--- config.mk ---
export PLATFORM = sky130hd
export DESIGN_NAME = ibex_register_file_cached
export DESIGN_NICKNAME = d
export VERILOG_FILES = /design/src/rtl/ibex_register_file_cached.sv
export SDC_FILE = /design/constraint.sdc
export NUM_CORES = 2
export LEC_CHECK = 0
export ABC_AREA = 0
export BUFFER_PORTS_ARGS = -buffer_cell sky130_fd_sc_hd__buf_2
export CAP_MARGIN = 40
export CORE_MARGIN = 8
export CORE_UTILIZATION = 30
export CTS_CLUSTER_SIZE = 20
export DETAILED_ROUTE_END_ITERATION = 16
export SLEW_MARGIN = 15
export SYNTH_ARGS = -nofsm -noshare
export SYNTH_HDL_FRONTEND = slang
export SYNTH_SLANG_ARGS = --single-unit
--- constraint.sdc ---
create_clock -name clk_i -period 98.5 [get_ports clk_i]
set_input_delay 9.85 -clock clk_i [delete_from_list [all_inputs] [get_ports clk_i]]
set_output_delay 9.85 -clock clk_i [all_outputs]
set_load 0.05 [all_outputs]
--- src/rtl/ibex_register_file_cached.sv ---
// Register file fronted by a small fully-associative L1 cache; misses stall the
// read port while the missing operand(s) are filled from the write-through backing array.
module ibex_register_file_cached #(
  parameter int unsigned NumEntries = 4,
  parameter int unsigned DataWidth  = 32,
  parameter bit          RV32E      = 1'b0,
  parameter int unsigned CntWidth   = 16
) (
  input  logic                 clk_i,
  input  logic                 rst_i,
  input  logic                 rd_req_i,
  input  logic [4:0]           raddr_a_i,
  input  logic [4:0]           raddr_b_i,
  output logic [DataWidth-1:0] rdata_a_o,
  output logic [DataWidth-1:0] rdata_b_o,
  output logic                 rvalid_o,
  output logic                 stall_o,
  input  logic                 we_i,
  input  logic [4:0]           waddr_i,
  input  logic [DataWidth-1:0] wdata_i,
  input  logic                 flush_i,
  output logic [CntWidth-1:0]  hit_cnt_o,
  output logic [CntWidth-1:0]  miss_cnt_o
);

  localparam int unsigned NumRegs = RV32E ? 16 : 32;
  localparam int unsigned AW      = RV32E ? 4 : 5;
  localparam int unsigned PW      = (NumEntries > 1) ? $clog2(NumEntries) : 1;

  typedef enum logic [1:0] {IDLE, FILL_A, FILL_B} state_e;

  state_e                 state_q, state_d;
  logic [NumEntries-1:0]  valid_q, valid_d;
  logic [4:0]             tag_q  [NumEntries];
  logic [4:0]             tag_d  [NumEntries];
  logic [DataWidth-1:0]   data_q [NumEntries];
  logic [DataWidth-1:0]   data_d [NumEntries];
  logic [DataWidth-1:0]   mem_q  [NumRegs];
  logic [PW-1:0]          ptr_q, ptr_d;
  logic                   pend_q, pend_d;
  logic [CntWidth-1:0]    hit_cnt_q, hit_cnt_d;
  logic [CntWidth-1:0]    miss_cnt_q, miss_cnt_d;

  logic [4:0]             addr_a, addr_b, addr_w, fill_addr;
  logic                   we_eff;
  logic                   hit_a, hit_b;
  logic [DataWidth-1:0]   lk_a, lk_b, fill_data;
  logic [PW-1:0]          victim;
  logic                   rvalid, stall;

  function automatic logic [4:0] eff_addr(input logic [4:0] a);
    return RV32E ? {1'b0, a[3:0]} : a;
  endfunction

  assign addr_a = eff_addr(raddr_a_i);
  assign addr_b = eff_addr(raddr_b_i);
  assign addr_w = eff_addr(waddr_i);
  assign we_eff = we_i && (addr_w != '0);

  // L1 lookup; x0 always hits with zero data
  always_comb begin
    hit_a = (addr_a == '0);
    hit_b = (addr_b == '0);
    lk_a  = '0;
    lk_b  = '0;
    for (int unsigned i = 0; i < NumEntries; i++) begin
      if (valid_q[i] && (tag_q[i] == addr_a) && (addr_a != '0)) begin
        hit_a = 1'b1;
        lk_a  = data_q[i];
      end
      if (valid_q[i] && (tag_q[i] == addr_b) && (addr_b != '0)) begin
        hit_b = 1'b1;
        lk_b  = data_q[i];
      end
    end
  end

  // Lowest-index invalid entry, else the round-robin pointer
  always_comb begin
    victim = ptr_q;
    for (int unsigned i = NumEntries; i > 0; i--) begin
      if (!valid_q[i-1]) victim = PW'(i - 1);
    end
  end

  assign fill_addr = (state_q == FILL_B) ? addr_b : addr_a;
  assign fill_data = (we_eff && (addr_w == fill_addr)) ? wdata_i : mem_q[fill_addr[AW-1:0]];

  always_comb begin
    state_d    = state_q;
    valid_d    = valid_q;
    tag_d      = tag_q;
    data_d     = data_q;
    ptr_d      = ptr_q;
    pend_d     = pend_q;
    hit_cnt_d  = hit_cnt_q;
    miss_cnt_d = miss_cnt_q;
    rvalid     = 1'b0;
    stall      = 1'b0;

    if (we_eff) begin
      for (int unsigned i = 0; i < NumEntries; i++) begin
        if (valid_q[i] && (tag_q[i] == addr_w)) data_d[i] = wdata_i;
      end
    end

    unique case (state_q)
      IDLE: begin
        if (rd_req_i) begin
          if (hit_a && hit_b) begin
            rvalid = 1'b1;
            pend_d = 1'b0;
            if (!pend_q && (hit_cnt_q != '1)) hit_cnt_d = hit_cnt_q + CntWidth'(1);
          end else begin
            stall   = 1'b1;
            pend_d  = 1'b1;
            state_d = !hit_a ? FILL_A : FILL_B;
          end
        end else begin
          pend_d = 1'b0;
        end
      end
      FILL_A, FILL_B: begin
        stall          = 1'b1;
        valid_d[victim] = 1'b1;
        tag_d[victim]   = fill_addr;
        data_d[victim]  = fill_data;
        if (valid_q[victim]) begin
          ptr_d = (ptr_q == PW'(NumEntries - 1)) ? '0 : ptr_q + PW'(1);
        end
        if (miss_cnt_q != '1) miss_cnt_d = miss_cnt_q + CntWidth'(1);
        state_d = ((state_q == FILL_A) && !hit_b && (addr_b != addr_a)) ? FILL_B : IDLE;
      end
      default: state_d = IDLE;
    endcase

    // Flush also rewinds the pointer: invalid entries then always form a suffix
    // behind it, so a FILL_B can never pick the entry FILL_A just wrote.
    if (flush_i) begin
      valid_d = '0;
      tag_d   = tag_q;
      data_d  = data_q;
      ptr_d   = '0;
      if (state_q != IDLE) begin
        state_d    = IDLE;
        miss_cnt_d = miss_cnt_q;
      end
    end
  end

  always_ff @(posedge clk_i or posedge rst_i) begin
    if (rst_i) begin
      state_q    <= IDLE;
      valid_q    <= '0;
      ptr_q      <= '0;
      pend_q     <= 1'b0;
      hit_cnt_q  <= '0;
      miss_cnt_q <= '0;
      for (int unsigned i = 0; i < NumEntries; i++) begin
        tag_q[i]  <= '0;
        data_q[i] <= '0;
      end
    end else begin
      state_q    <= state_d;
      valid_q    <= valid_d;
      ptr_q      <= ptr_d;
      pend_q     <= pend_d;
      hit_cnt_q  <= hit_cnt_d;
      miss_cnt_q <= miss_cnt_d;
      tag_q      <= tag_d;
      data_q     <= data_d;
    end
  end

  always_ff @(posedge clk_i or posedge rst_i) begin
    if (rst_i) begin
      for (int unsigned i = 0; i < NumRegs; i++) mem_q[i] <= '0;
    end else if (we_eff) begin
      mem_q[addr_w[AW-1:0]] <= wdata_i;
    end
  end

  assign rvalid_o   = rvalid && !rst_i;
  assign stall_o    = stall && !rst_i;
  assign rdata_a_o  = lk_a;
  assign rdata_b_o  = lk_b;
  assign hit_cnt_o  = hit_cnt_q;
  assign miss_cnt_o = miss_cnt_q;

endmodule
==> impl_metrics.yaml <==
status:
  status: "finished, final reports clean"
hold_path:
  min_path_cells: 0
  hp-start: "mem_q[1017]"
  hp-class: "flop to flop"
  min_to: "mem_q[1017]"
synth:
  synth.area.top_cells: "dfrtp_1 52%, mux2_2 19%, mux2i_1 13%"
  postSynthCellCount: 4542
  synthesis.nets: 4600
  syn_avg_cell_area_um2: 12.8
  synth_top_area_share_pct: 52.0
  synth_area_um2: 58300
  synth-seq-cells: 1213
  ys_types: 54
  yosys.area.top_type: "dfrtp_1"
  synth-edff-count: 0
  synthFlopType: "dfrtp_1"
  synth_warnings: 0
  yosysSeqAreaShare_pct: 52.0
  async_flop_share_pct: 100
floorplanning:
  dieArea_um2: 209000
  die_h_um: 457
  row_count: 162
  die_x_um: 457
  start_util_pct: 30.0
  core_um2: 194000
  pin_count: 150
timing:
  clock.fmax_mhz: 43.1
  tightest_slew_ns: 1.10
  period_needed_ns: 23.23
  hold_violations: 0
  finalClockSkew_ns: 0.0311
  finalSetupViolations: 0
  rsz0062_at_grt: "no"
  min_period_over_period_pct: 23.6
  timing.hold.ws_ns: 0.375
  relSlewSlack_pct: 27.0
  finalSetupTns_ns: 0
  drv_slew: 0
layout:
  final_common_cell: "dfrtp_1"
  synthToLayoutAreaGrowth_pct: 13.3
  final_nets: 4525
  utilization_pct: 34.0
  final_cell_mix: "1213 x dfrtp_1, 983 x mux2_2, 751 x mux2i_1"
  drive_gt1_share_pct: 33.6
  nFillCells: 19094
clock_tree:
  clockBufferDepth: 3
  post_cts_buffers: 0
  clock_latency_ns: 0.75
  cts_tree: "done"
  htree_levels: 3
  cts.sinks: 1213
  root_buffer: "clkbuf_16"
  clk_pin_slew_worst_paths_ns: 0.06
  cts_resized: 0
  cts-hold-fix-buffers: 0
  cts_made_buffers: 119
drt:
  ant_nets: 0
  first_pass_iters: 5
  drtIter0Drc: 3025
  vias_per_cell: 5.32
  route.detailed.drc: 0
  drt-wirelength-per-cell_um: 24.1
  vias: 37842
  routed_wl_um: 172000
global_routing:
  grt_pass1_wl_um: 258000
  grt_pass1_vias: 38641
  grt_use_total_pct: 15.9
  overflow: 0
  use_met1_pct: 22.2
  grtUsageMet3_pct: 2.69
  antenna_found_initial: 16
  use_met2_pct: 25.5
  busiest_layer: "met2"
  grt_max_degree: 166
power_and_ir_drop:
  intPower_mw: 1.07
  p_comb_share_pct: 24.9
  finalPower_mw: 1.55
  p_switching_uw: 482
  swShare_pct: 31.1
  seq_power_share_pct: 44.0
  max-vdd-ir-drop_v: 0.0000163
  p_leak_nw: 30.9
  power_density_nw_per_um2: 23.4
  clkPwrFrac_pct: 31.1
job:
  max_cap_viol_count: 0
critical_path:
  cp-start-kind: "input pin"
  r2r_slack_ns: 92.58
  arrival_ns: 13.38
  crit_path_max_fanout: 65
  worstSetupStartpoint: "raddr_a_i[1]"
  r2r-end: "data_q[107]"
  end_kind: "output pin"
  cp_data_required_time_ns: 88.65
  r2r-start: "state_q[0]"
  worstSetupPathType: "input pin to output pin"
  r2r_cells: 14
placement:
  hpwl_um: 103000
  gp_congestion: 0.861
  port_buffers: 149
[cell usage after synthesis, types with 27 or more instances]
library cell / n
clkbuf_1: 332
nand2_1: 62
a21oi_1: 54
a211oi_1: 66
a221oi_1: 93
a21o_1: 68
o32ai_1: 32
nand3_1: 27
xor2_1: 59
buf_1: 42
xnor2_1: 42
buf_2: 46
a32oi_1: 65
mux2i_1: 755
buf_4: 32
nor2_1: 243
dfrtp_1: 1213
mux2_2: 983
o22ai_1: 124
[per-layer routing]
layer | part of all wire (%) | vias up
met1 | 45 | 19890
met4 | 2.8 | 8
li1 | - | 16541
met5 | 0.030 | -
met2 | 46 | 1108
met3 | 5.6 | 295
[cells by family after synthesis]
family                   synth area share, %
AO/OA/AOI/OAI                           6.82
XOR/XNOR                                1.52
adder cells (fa/ha/maj)                0.129
buffers and inverters                   3.48
flip-flops                              52.0
multiplexers                            32.2
AND/OR/NAND/NOR                         3.85
[stage by stage]
step                      setup slack [ns]  instances  cell area, µm²
final                                75.27       7108           66100
after global routing                 75.08       7103           66100
after CTS                            75.27       7097           66000
after detailed placement             75.27       6883           61800
after global placement               75.33       6865           61400
after floorplan                      54.47       4542           58300
[registers in the layout, summed over array words and instances (netlist names)]
signal      count
data_q        128
hit_cnt_o      16
mem_q        1024
miss_cnt_o     16
pend_q          1
ptr_q           2
state_q         2
tag_q          20
valid_q         4
[power groups by stage]
stage          sequential, mW  combinational, mW  clock [mW]
6_report                0.681              0.385       0.482
5_1_grt                 0.694              0.415       0.514
4_1_cts                 0.680              0.385       0.494
3_5_place_dp            0.689              0.383           0
3_3_place_gp            0.684              0.372           0
2_1_floorplan           0.665              0.288           0
[worst max-delay path by stage]
stage / endpoint / slack [ns] / depth (start not counted)
floorplan: data_q[0] / 54.47 / 1
global placement: stall_o / 75.33 / 9
detailed placement: stall_o / 75.27 / 9
CTS: stall_o / 75.27 / 9
global route: stall_o / 75.08 / 9
finish: stall_o / 75.27 / 9
[worst max-delay path, cell delays in order]
cell	delay, ns
buf_2	0.19
or4_1	0.53
nor2_1	0.33
or4_2	0.20
buf_4	0.52
nor4bb_4	0.96
o21bai_1	0.15
a211oi_1	0.28
buf_2	0.31
[cell type report]
class                           count  area [µm²]  share of cell area, %
Sequential cell                  1213       30400                   45.9
Multi-Input combinational cell   2855       26300                   39.8
Clock buffer                      165        3410                   5.16
Tap cell                         2542        3180                   4.81
Timing Repair Buffer              266        2040                   3.08
Clock inverter                     49         728                   1.10
Inverter                           12        52.6                 0.0795
Antenna cell                        6        15.0                 0.0227
Note: power is estimated with default switching activity, not from simulation.
